### src/rtl/gpu_spi_pkg.sv
// gpu_spi_pkg: opcodes, frame geometry, FSM state type and payload field offsets for the GPU SPI command link
package gpu_spi_pkg;
    localparam logic [7:0] WRITE_POLY_A   = 8'h80;
    localparam logic [7:0] CLEAR_POLY_A   = 8'h40;
    localparam logic [7:0] WRITE_POLY_B   = 8'h81;
    localparam logic [7:0] CLEAR_POLY_B   = 8'h41;
    localparam logic [7:0] ENABLE_SCREEN  = 8'h21;
    localparam logic [7:0] DISABLE_SCREEN = 8'h20;
    localparam logic [7:0] SET_BG_COLOR   = 8'h01;

    localparam int FRAME_BITS = 56;

    localparam int COLOR_LSB = 0;
    localparam int V0X_LSB   = 6;
    localparam int V1X_LSB   = 13;
    localparam int V2X_LSB   = 20;
    localparam int V0Y_LSB   = 27;
    localparam int V1Y_LSB   = 33;
    localparam int V2Y_LSB   = 39;
    localparam int DEPTH_LSB = 45;

    typedef enum logic [2:0] {IDLE, SETUP, HIGH, LOW, GAP} state_t;

    function automatic logic [FRAME_BITS-1:0] make_frame(input logic [7:0] cmd, input logic [47:0] payload);
        return {payload, cmd};
    endfunction
endpackage

### src/rtl/gpu_cmd_fifo.sv
// gpu_cmd_fifo: synchronous command queue
// ports: clk, rst_n (sync, active-low), push/din, pop/dout (head, show-ahead), full, empty
module gpu_cmd_fifo #(
    parameter int DEPTH = 4,
    parameter int W = 60
) (
    input  logic         clk,
    input  logic         rst_n,
    input  logic         push,
    input  logic [W-1:0] din,
    input  logic         pop,
    output logic [W-1:0] dout,
    output logic         full,
    output logic         empty
);
    localparam int AW = DEPTH > 1 ? $clog2(DEPTH) : 1;
    logic [W-1:0] mem [DEPTH];
    logic [AW-1:0] wp, rp;
    logic [AW:0] cnt;
    logic push_ok, pop_ok;
    assign full = cnt == (AW+1)'(DEPTH);
    assign empty = cnt == '0;
    assign push_ok = push && !full;
    assign pop_ok = pop && !empty;
    assign dout = mem[rp];
    always_ff @(posedge clk) begin
        if (push_ok) mem[wp] <= din;
    end
    always_ff @(posedge clk) begin
        if (!rst_n) begin
            wp <= '0;
            rp <= '0;
            cnt <= '0;
        end else begin
            if (push_ok) wp <= wp == AW'(DEPTH-1) ? '0 : wp + 1'b1;
            if (pop_ok) rp <= rp == AW'(DEPTH-1) ? '0 : rp + 1'b1;
            cnt <= cnt + (AW+1)'(push_ok) - (AW+1)'(pop_ok);
        end
    end
endmodule

### src/rtl/gpu_spi_cmd_tx.sv
// gpu_spi_cmd_tx: serialises {payload, opcode} 56-bit frames LSB first onto an SPI link (mode 0, CS active low)
// ports: clk, rst_n (sync, active-low); cmd_valid/cmd_ready/cmd_byte/cmd_payload command input;
//        clk_div (SCK half period = clk_div+1 clocks); tx_allow gates SCK rising edges;
//        sck_out, cs_out, mosi_out SPI pins; busy, frame_done status
// GPU_SPI_CMD_FIFO_EN: when defined, commands are buffered in a FIFO_DEPTH-entry queue
module gpu_spi_cmd_tx import gpu_spi_pkg::*; #(
    parameter int FIFO_DEPTH = 4
) (
    input  logic        clk,
    input  logic        rst_n,
    input  logic        cmd_valid,
    output logic        cmd_ready,
    input  logic [7:0]  cmd_byte,
    input  logic [47:0] cmd_payload,
    input  logic [3:0]  clk_div,
    input  logic        tx_allow,
    output logic        sck_out,
    output logic        cs_out,
    output logic        mosi_out,
    output logic        busy,
    output logic        frame_done
);
    state_t state;
    logic [FRAME_BITS-1:0] sh, next_frame;
    logic [3:0] div, next_div;
    logic [5:0] cnt, bits;
    logic half_end, gap_end, start;

    // cnt counts clocks within a phase; a half period ends at H-1 = div, the gap at 2H-1
    assign half_end = cnt == {2'b00, div};
    assign gap_end = state == GAP && cnt == {1'b0, div, 1'b1};

`ifdef GPU_SPI_CMD_FIFO_EN
    logic full, empty;
    logic [FRAME_BITS+3:0] head;
    gpu_cmd_fifo #(.DEPTH(FIFO_DEPTH), .W(FRAME_BITS+4)) u_fifo (
        .clk(clk),
        .rst_n(rst_n),
        .push(cmd_valid && cmd_ready),
        .din({clk_div, make_frame(cmd_byte, cmd_payload)}),
        .pop(start),
        .dout(head),
        .full(full),
        .empty(empty)
    );
    // a queued command launches straight out of the last GAP cycle so frames stay 2H apart
    always_comb begin
        cmd_ready = !full;
        start = !empty && (state == IDLE || gap_end);
        {next_div, next_frame} = head;
    end
`else
    logic unused_depth;
    assign unused_depth = FIFO_DEPTH[0];
    always_comb begin
        cmd_ready = state == IDLE;
        start = cmd_valid && cmd_ready;
        next_frame = make_frame(cmd_byte, cmd_payload);
        next_div = clk_div;
    end
`endif

    always_ff @(posedge clk) begin
        if (!rst_n) begin
            state <= IDLE;
            cnt <= '0;
            bits <= '0;
            sh <= '0;
            div <= '0;
        end else if (start) begin
            state <= SETUP;
            cnt <= '0;
            bits <= '0;
            sh <= next_frame;
            div <= next_div;
        end else begin
            case (state)
                SETUP, LOW: begin
                    // a finished low phase waits here, cnt saturated, until a rising edge is allowed
                    if (half_end && state == LOW && bits == 6'(FRAME_BITS)) begin
                        state <= GAP;
                        cnt <= '0;
                    end else if (half_end && tx_allow) begin
                        state <= HIGH;
                        cnt <= '0;
                    end else if (!half_end) cnt <= cnt + 6'd1;
                end
                HIGH: begin
                    if (half_end) begin
                        state <= LOW;
                        cnt <= '0;
                        sh <= sh >> 1;
                        bits <= bits + 6'd1;
                    end else cnt <= cnt + 6'd1;
                end
                GAP: begin
                    if (gap_end) state <= IDLE;
                    else cnt <= cnt + 6'd1;
                end
                default: ;
            endcase
        end
    end

    assign sck_out = state == HIGH;
    assign cs_out = !(state == SETUP || state == HIGH || state == LOW);
    assign mosi_out = !cs_out && sh[0];
    assign busy = state != IDLE;
    assign frame_done = gap_end;
endmodule

### config.mk
export PLATFORM = sky130hd
export DESIGN_NAME = gpu_spi_cmd_tx
export DESIGN_NICKNAME = d
export VERILOG_FILES = /design/src/rtl/gpu_spi_pkg.sv /design/src/rtl/gpu_cmd_fifo.sv /design/src/rtl/gpu_spi_cmd_tx.sv
export SDC_FILE = /design/constraint.sdc
export NUM_CORES = 1
export LEC_CHECK = 0
export ABC_AREA = 1
export ABC_CLOCK_PERIOD_IN_PS = 1550
export BUFFER_PORTS_ARGS = -buffer_cell sky130_fd_sc_hd__buf_2
export CORE_MARGIN = 8
export CORE_UTILIZATION = 50
export DETAILED_ROUTE_END_ITERATION = 12
export HOLD_SLACK_MARGIN = 0.02
export PLACE_DENSITY = 0.78
export SLEW_MARGIN = 10
export SYNTH_ARGS = -nofsm -noshare
export SYNTH_HDL_FRONTEND = slang
export SYNTH_HIERARCHICAL = 1
export SYNTH_SLANG_ARGS = --single-unit
### constraint.sdc
create_clock -name clk -period 1.55 [get_ports clk]
set_input_delay 0.0775 -clock clk [delete_from_list [all_inputs] [get_ports clk]]
set_output_delay 0.0775 -clock clk [all_outputs]
set_load 0.005 [all_outputs]
==> out/metrics.yaml, run 1 <==
logic_synthesis:
  synthDominantCellAreaShare_pct: 40.91
  syn_inst: 506
  yosysUniqueCellTypes: 32
  synth_top_cell_by_area: "dfxtp_1"
  synth_compound_area_share_pct: 13.13
  synth_xor_area_share_pct: 1.193
  synth_enable_flop_cells: 0
  synth_area_leaders: "dfxtp_1 (41%), nand2_1 (17%), a31oi_1 (9.4%), nand3_1 (8.9%), buf_12 (2.7%)"
  muxShareOfSynthArea_pct: 0
  netlist_area_um2: 3670
  synthArstFlopShare_pct: 0
  synth.avg_cell_area_um2: 7.253
  synth_nets: 573
  synthAdderAreaFrac_pct: 1.023
  synth-main-ff-cell: "dfxtp_1"
  ys_seq_area_share_pct: 40.91
  yosys_register_bits: 75
  synth_top_family_by_area: "simple AND/OR/NAND/NOR gates"
  yosys.area_share.simple_pct: 33.14
  ys_warn_count: 6
global_routing:
  antenna_found_initial: 0
  grt_use_total_pct: 20.53
  grt_max_degree: 56
  grt_first_pass_wirelength_mm: 17.24
  overflow: 0
  grt_pass1_vias: 3788
placed_design:
  dp_hpwl_mm: 6.326
  port_buffers: 69
  dp.cells: 670
  routabilityCongestion: 0.8495
layout:
  finalNetCount: 722
  drive_gt1_share_pct: 32.58
  final_cell_count_no_fill: 759
  most-common-layout-cells: "nand2_1 (144), buf_2 (68), dfxtp_1 (62), nand3_1 (60), a31oi_1 (55)"
  layout_commonest_cell: "nand2_1"
  areaGrowthSynthToFinish_pct: 46.68
  antenna_cells: 0
timing:
  setup_viol: 21
  slew_violations: 0
  period_minus_slack_ns: 1.665
  tns_ns: -0.5735
  fmax_mhz: 600.5
  timing_hold_violations_final: 0
  fin_crit_sh_pct: 107.4
  whs_ns: 0.01893
  tightest_slew_ns: 0.4271
  fin_skew_ns: 0.01293
  relSlewSlack_pct: 71.31
  rsz0062_at_grt: "yes"
  setup_slack_ns: -0.1152
power_and_ir_drop:
  p_int_uw: 3880
  swShare_pct: 36.07
  p_per_area_nw_per_um2: 1128
  power_switching_uw: 2189
  combPwrFrac_pct: 36.0
  power_leakage_uw: 0.002180
  clock_power_share_pct: 26.0
  pwr-share-seq_pct: 38.0
  max-vdd-ir-drop_v: 0.0007147
detailed_routing:
  firstDrtPassIters: 5
  viasPerCell: 5.677
  routed-via-count: 4309
  ant_nets: 0
  route.detailed.drc: 0
  drt-total-wl_mm: 12.50
  drtIter0Drc: 353
  wl_per_cell_um: 16.47
min_path:
  worstHoldPathCells: 3
  hold_start: "clk_div[0]"
  min_to: "div[0]"
  hold_class: "in2reg"
clock_tree:
  clk_latency_ns: 0.35
  htreeDepth: 3
  clkTransAtPathRegs_ns: 0.09
  cts.sinks: 75
  cts_buffers: 9
  clockBufferDepth: 2
  cts_tree: "yes"
  cts_root_buf: "clkbuf_8"
floorplan:
  die_h_um: 101.7
  core-area_um2: 7176
  initial_utilization_pct: 51.14
  placementRows: 31
  dieArea_um2: 10340
  die_w_um: 101.7
  io_pins: 70
critical_path:
  arrival_ns: 1.93
  critPathSlowestCell: "dfxtp_2"
  worstSetupEndpointType: "register"
  slowest_delay_ns: 0.39
  crit_path_cell_trace: "xor2_2 > nor2_4 > nand3_4 > clkinv_8 > buf_6 > nor2_4 > buf_6 > nand2_1 > a31oi_1"
  rrSetupSlack_ns: -0.12
  rr_worst_depth: 9
  r2r-end: "sh[41]"
  cp-start-kind: "register"
  worst-path-max-fanout: 7
  worstSetupPathType: "reg2reg"
  cp.required_ns: 1.81
  r2r_start: "div[0]"
job:
  drv_cap: 0
status:
  status: "finished, violations left"
  violations: "negative setup slack"
## critical path, delay by kind of cell, from the launching register on
kind	cells	cell delay, ns
DFF	1	0.39
xor gates and xnor gates	1	0.21
AOI/OAI and AO/OA	1	0.18
and+or+nand+nor	4	0.40
buffers and inverters	3	0.39
## kinds of logic (layout without fill, tap and decap cells)
family,count (synthesis),in the layout
buf+inv,65,216
simple gates,276,279
compound gates,82,82
fa+ha+maj,3,3
xor+xnor,5,5
flops,75,75
## layout make-up
| type | instances | area (um2) |
|---|---|---|
| multi-input combinational | 369 | 2031 |
| sequential | 75 | 1523 |
| tap | 99 | 123.9 |
| clock inverter | 6 | 63.81 |
| timing repair buffer | 168 | 1366 |
| clock buffer | 10 | 137.6 |
| inverter | 32 | 137.6 |
| fill | 484 | 1793 |
## how the worst max path moves through the flow
stage	start	to	slack [ns]	cells past startpoint
2_1_floorplan	cnt[2]	sh[13]	0.09	11
3_3_place_gp	div[0]	sh[4]	-0.09	7
3_5_place_dp	div[0]	sh[5]	-0.17	7
4_1_cts	div[3]	sh[54]	-0.004	9
5_1_grt	bits[0]	bits[5]	-0.16	7
6_report	div[0]	sh[41]	-0.12	9
## synth_stat cells, types with 3 or more instances
library cell,count
inv_2,4
nand3_1,65
buf_6,4
dfxtp_1,75
buf_12,5
nand2_2,4
ha_1,3
buf_2,14
clkbuf_1,7
inv_1,26
nor3_1,4
xor2_1,5
a21oi_1,17
a31oi_1,55
nor2_1,23
o21ai_0,8
buf_4,3
nand2_1,166
## routing by layer
metal / wire length (um) / track usage, %
met1: 4772 / 24.52
met4: 560 / 8.706
met3: 949 / 4.399
met2: 6218 / 34.61
met5: 0 / 0
## metrics by stage
| step | util (%) | setup WS (ns) | total power (uW) | instance area, um2 |
|---|---|---|---|---|
| after global placement | 57.28 | -0.09314 | 3739 | 4110 |
| after floorplan | - | 0.08712 | 3405 | 3670 |
| after global routing | 75.01 | -0.1589 | 6357 | 5383 |
| final | 75.01 | -0.1152 | 6069 | 5383 |
| after CTS | 68.72 | -0.004227 | 5495 | 4931 |
| after detailed placement | 57.28 | -0.1688 | 3783 | 4110 |
## flip-flops by register name, summed over array words and instances (netlist names)
name / flops
sh: 56
bits: 6
cnt: 6
div: 4
state: 3
## timing repair
action                                 in CTS  in global routing
buffers inserted                            4                 15
endpoints found under the hold margin      52                  1
gates resized for setup                    18                 91
hold buffers                               52                  1
pin swaps                                   4                 28
cloned                                      2                  1
setup endpoints to repair                  67                 72
## power groups by stage
stage	registers, uW	clock network (uW)	logic, uW
4_1_cts	2270	1550	1670
3_3_place_gp	2300	0	1440
2_1_floorplan	2290	0	1120
5_1_grt	2330	1670	2360
6_report	2310	1580	2180
3_5_place_dp	2310	0	1480
Power figures use the tool's default switching activity.
==> run 2: changes to the inputs <==
==> constraint.sdc (replaced) <==
create_clock -name clk -period 1.55 [get_ports clk]
set_input_delay 0.155 -clock clk [delete_from_list [all_inputs] [get_ports clk]]
set_output_delay 0.155 -clock clk [all_outputs]
set_load 0.005 [all_outputs]
==> run 2 against run 1 <==
Net effect: the run still ends with negative setup slack left; largest power group unchanged; sequential cell count stayed put; hold slack better by 0.052 ns; die area stayed put.
==> out/metrics.yaml, run 2 (synthesis gave the netlist of run 1 again) <==
layout:
  drive_gt1_share_pct: 33.50
  final_util_pct: 65.53
  finalInstanceArea_um2: 4702
  layout_commonest_cell: "nand2_1"
  areaGrowthSynthToFinish_pct: 28.13
  largest_reg_flops: 56
  most-common-layout-cells: "nand2_1 (154), buf_2 (69), dfxtp_1 (65), nand3_1 (58), a31oi_1 (55)"
  finalNetCount: 663
  antenna_cells: 0
  top_register: "sh"
  reg_top3: "sh: 56 flops, bits: 6 flops, cnt: 6 flops"
global_routing:
  grt_use_total_pct: 18.49
  grt_pass1_vias: 3410
  grt_max_degree: 56
  overflow: 0
  antenna_found_initial: 0
  grt_first_pass_wirelength_mm: 15.40
critical_path:
  r2r_start: "state[2]"
  worstSetupEndpointType: "primary output"
  cp-start-kind: "register"
  cp_num_buf_inv: 3
  path_common_cell: "nand2_2"
  r2r-end: "bits[3]"
  arrival_ns: 1.46
  critPathSlowestCell: "dfxtp_2"
  worstSetupPathType: "reg2out"
  slowest_delay_ns: 0.34
  cp.required_ns: 1.39
  rrSetupSlack_ns: -0.04
  worst-path-max-fanout: 2
  rr_worst_depth: 9
  crit_path_cell_trace: "inv_2 > buf_4 > nand2_2 > nand2_2 > nor2_2 > nand3_2 > nor2_4 > buf_2"
  crit_family: "simple AND/OR/NAND/NOR gates"
power_and_ir_drop:
  power_switching_uw: 2016
  clock_power_share_pct: 26.3
  swShare_pct: 35.29
  p_per_area_nw_per_um2: 1215
  combPwrFrac_pct: 33.7
  p_int_uw: 3697
  power_leakage_uw: 0.001905
  pwr-share-seq_pct: 40.0
  max-vdd-ir-drop_v: 0.0006397
clock_tree:
  cts_root_buf: "clkbuf_8"
  clk_latency_ns: 0.35
  cts_buffers: 9
  htreeDepth: 3
  clockBufferDepth: 2
  cts_tree: "yes"
  hold_buffers: 0
  cts.sinks: 75
  clkTransAtPathRegs_ns: 0.08
timing:
  setup_viol: 6
  period_minus_slack_ns: 1.611
  fin_crit_sh_pct: 103.9
  fmax_mhz: 620.8
  tns_ns: -0.1167
  whs_ns: 0.07094
  timing_hold_violations_final: 0
  tightest_slew_ns: 0.3447
  relSlewSlack_pct: 76.84
  fin_skew_ns: 0.01113
  rsz0062_at_grt: "yes"
  setup_slack_ns: -0.06082
  slew_violations: 0
floorplan:
  placementRows: 31
  initial_utilization_pct: 51.14
  core-area_um2: 7176
  dieArea_um2: 10340
  die_w_um: 101.7
  io_pins: 70
  die_h_um: 101.7
min_path:
  hold_class: "in2reg"
  worstHoldPathCells: 3
  hold_start: "cmd_payload[17]"
  min_to: "sh[25]"
placed_design:
  dp_hpwl_mm: 6.345
  dpl_worst_slack_ns: -0.1745
  port_buffers: 69
  place_area_um2: 4103
  routabilityCongestion: 0.8437
detailed_routing:
  route.detailed.drc: 0
  viasPerCell: 5.428
  ant_nets: 0
  routed-via-count: 3794
  wl_per_cell_um: 15.01
  drt-total-wl_mm: 10.49
  firstDrtPassIters: 4
  drtIter0Drc: 307
status:
  violations: "negative setup slack"
  status: "finished, violations left"
job:
  drv_cap: 0
## run 2: cell types whose count changed in the layout (fill, tap and decap cells not counted), moves of 3 or more
| cell | change |
|---|---|
| nand2_4 | -3 |
| buf_4 | -3 |
| nor2_2 | +6 |
| buf_12 | -3 |
| inv_2 | +3 |
| dfxtp_1 | +3 |
| nand2_2 | -7 |
| nand2_1 | +10 |
| nor2_1 | -4 |
| dlygate4sd3_1 | -53 |
## run 2: cell type report
| type | count | area [um2] |
|---|---|---|
| flip-flops and latches | 75 | 1516 |
| clock inverters | 5 | 53.80 |
| inverters | 32 | 137.6 |
| multi-input cells | 369 | 1969 |
| well taps | 99 | 123.9 |
| clock buffers | 10 | 137.6 |
| repair buffers | 109 | 763.2 |
| fillers | 587 | 2474 |
## run 2: routing by layer
layer	track usage, %	wire, um
met3	5.223	664
met5	0	0
met1	22.25	4350
met4	5.727	157
met2	30.99	5321
## run 2: timing repair
item / CTS / global route
gates cloned: 2 / 1
setup endpoints to repair: 66 / 72
endpoints found under the hold margin: 0 / 0
resized for setup: 26 / 68
buffers inserted: 5 / 8
pin swaps: 9 / 16
## run 2: per-stage QoR
step	cells	power (uW)
final	699	5714
after global routing	699	5999
after CTS	691	5404
after detailed placement	669	3786
after global placement	669	3739
after floorplan	506	3405
## run 2: power groups by stage
stage                     Combinational, uW  Sequential, uW  Clock (uW)
after detailed placement               1480            2310           0
after global placement                 1440            2300           0
final                                  1930            2290        1500
after global routing                   2080            2310        1610
after floorplan                        1120            2290           0
after CTS                              1620            2270        1520
## run 2: how the worst max path moves through the flow
stage	from	end	slack [ns]	cells past startpoint
detailed placement	cnt[3]	sh[5]	-0.17	8
floorplan	cnt[2]	sh[13]	0.09	11
global placement	div[0]	sh[4]	-0.09	7
CTS	cnt[3]	frame_done	-0.09	8
global route	bits[0]	cnt[1]	-0.15	13
finish	div[2]	frame_done	-0.06	8
## run 2: worst min-delay path, stage by stage
cell and delay, ns:
buf_2 0.09, nand2_1 0.05, a31oi_1 0.07
==> run 3: changes to the inputs <==
--- a/config.mk
+++ b/config.mk
@@ -12,7 +12,7 @@
 export CORE_UTILIZATION = 50
 export DETAILED_ROUTE_END_ITERATION = 12
 export HOLD_SLACK_MARGIN = 0.02
-export PLACE_DENSITY = 0.78
+export PLACE_DENSITY = 0.82
 export SLEW_MARGIN = 10
 export SYNTH_ARGS = -nofsm -noshare
 export SYNTH_HDL_FRONTEND = slang
==> run 3 against run 2 <==
Net effect: the flow still finishes with violations (negative setup slack); first-iteration DRC count increased by 22%; count of clock-buffer cells in the layout unchanged; final cell count rose by 0.29%; global-route usage increased by 0.42 points; sequential cell count stayed put; via count rose by 2.5%; sequential power barely moved; sequential share of layout area shrank 0.45 points; highest routed layer unchanged.
==> out/metrics.yaml, run 3 (synthesis gave the netlist of run 1 again) <==
status:
  status: "finished, violations left"
  violations: "negative setup slack"
critical_path:
  cp_num_buf_inv: 1
  crit_path_cell_trace: "inv_2 > ha_4 > nand2_2 > nor2_2 > nand2_1 > nand2_2 > nand3_2 > nand2_4 > nand2_4 > nand2_1 > nand2_1 > nand2_1 > nor2_1"
  slowest_delay_ns: 0.33
  arrival_ns: 1.93
  worstSetupEndpointType: "register"
  critPathSlowestCell: "dfxtp_2"
  crit_family: "simple AND/OR/NAND/NOR gates"
  worst-path-max-fanout: 5
  cp.required_ns: 1.80
  worstSetupPathType: "reg2reg"
  path_common_cell: "nand2_1"
  cp-start-kind: "register"
layout:
  top_register: "sh"
  layout_commonest_cell: "nand2_1"
  drive_gt1_share_pct: 33.22
  areaGrowthSynthToFinish_pct: 30.38
  largest_reg_flops: 56
  final_util_pct: 66.68
  final_cell_count_no_fill: 701
  finalNetCount: 664
  reg_top3: "sh: 56 flops, bits: 6 flops, cnt: 6 flops"
  most-common-layout-cells: "nand2_1 (152), buf_2 (69), dfxtp_1 (61), nand3_1 (58), a31oi_1 (55)"
  antenna_cells: 0
timing:
  tightest_slew_ns: 0.3242
  relSlewSlack_pct: 78.38
  setup_slack_ns: -0.1332
  rsz0062_at_grt: "yes"
  slew_violations: 0
  fin_crit_sh_pct: 108.6
  fmax_mhz: 594.1
  setup_viol: 14
  fin_skew_ns: 0.01012
  tns_ns: -0.8044
  period_minus_slack_ns: 1.683
  timing_hold_violations_final: 0
floorplan:
  die_w_um: 101.7
  initial_utilization_pct: 51.14
  placementRows: 31
  io_pins: 70
  dieArea_um2: 10340
  die_h_um: 101.7
  core-area_um2: 7176
detailed_routing:
  wl_per_cell_um: 15.46
  viasPerCell: 5.549
  route.detailed.drc: 0
  ant_nets: 0
  drtIter0Drc: 374
  drt-total-wl_mm: 10.84
  firstDrtPassIters: 5
  routed-via-count: 3890
clock_tree:
  clkTransAtPathRegs_ns: 0.08
  htreeDepth: 3
  cts_buffers: 9
  cts_tree: "yes"
  clk_latency_ns: 0.35
  hold_buffers: 0
  cts.sinks: 75
  clockBufferDepth: 2
  cts_root_buf: "clkbuf_8"
placed_design:
  dp_hpwl_mm: 6.134
  dp.cells: 667
  routabilityCongestion: 0.8933
  port_buffers: 69
global_routing:
  grt_max_degree: 58
  grt_first_pass_wirelength_mm: 15.68
  grt_use_total_pct: 18.91
  grt_pass1_vias: 3598
  overflow: 0
  antenna_found_initial: 0
power_and_ir_drop:
  max-vdd-ir-drop_v: 0.0006482
  power_leakage_uw: 0.001937
  power_uw: 5713
  p_per_area_nw_per_um2: 1194
min_path:
  hold_class: "in2reg"
job:
  drv_cap: 0
==> run 3: tightest hold or removal path, cell delays in order <==
cell     delay (ns)
buf_2          0.10
nand2_1        0.05
a21oi_1        0.06
==> run 3: final timing paths <==
kind                         from      to  slack [ns]  cells after the start
setup / recovery          bits[1]  cnt[2]       -0.13                     13
hold / removal    cmd_payload[47]  sh[55]        0.06                      3
setup reg to reg          bits[1]  cnt[2]       -0.13                     13
hold reg to reg             sh[8]   sh[8]        0.48                      2
==> run 3: layout make-up <==
cell class	count	area (um2)
Clock inverter	6	40.04
Fill cell	566	2391
Inverter	32	133.9
Timing Repair Buffer	110	833.3
Tap cell	99	123.9
Sequential cell	75	1521
Multi-Input combinational cell	369	1994
Clock buffer	10	137.6
==> run 3: layer usage <==
metal | routed length (um) | vias to the layer above | GRT usage, %
li1 | - | 1875 | -
met2 | 5321 | 167 | 31.64
met5 | 0 | - | 0
met3 | 828 | 26 | 6.323
met1 | 4453 | 1822 | 21.41
met4 | 235 | 0 | 8.133
==> run 3: timing repair <==
action	CTS	global route
pin swaps	6	36
endpoints found under the hold margin	0	0
buffers inserted	2	11
setup endpoints to repair	64	70
gates resized for setup	21	67
gates cloned	2	3
==> run 3: metrics by stage <==
step           instance area (um2)  hold slack (ns)  setup slack (ns)
2_1_floorplan                 3670           0.2934           0.08712
3_3_place_gp                  4088           0.4208          -0.09649
3_5_place_dp                  4088           0.4188           -0.1352
4_1_cts                       4369          0.04298           -0.1129
5_1_grt                       4785          0.04281           -0.2179
6_report                      4785          0.05625           -0.1332
==> run 3: report_power, final <==
part | internal, uW | switching [uW] | total [uW]
registers | 2150 | 144 | 2300
clock network | 624 | 752 | 1380
logic | 839 | 1200 | 2040
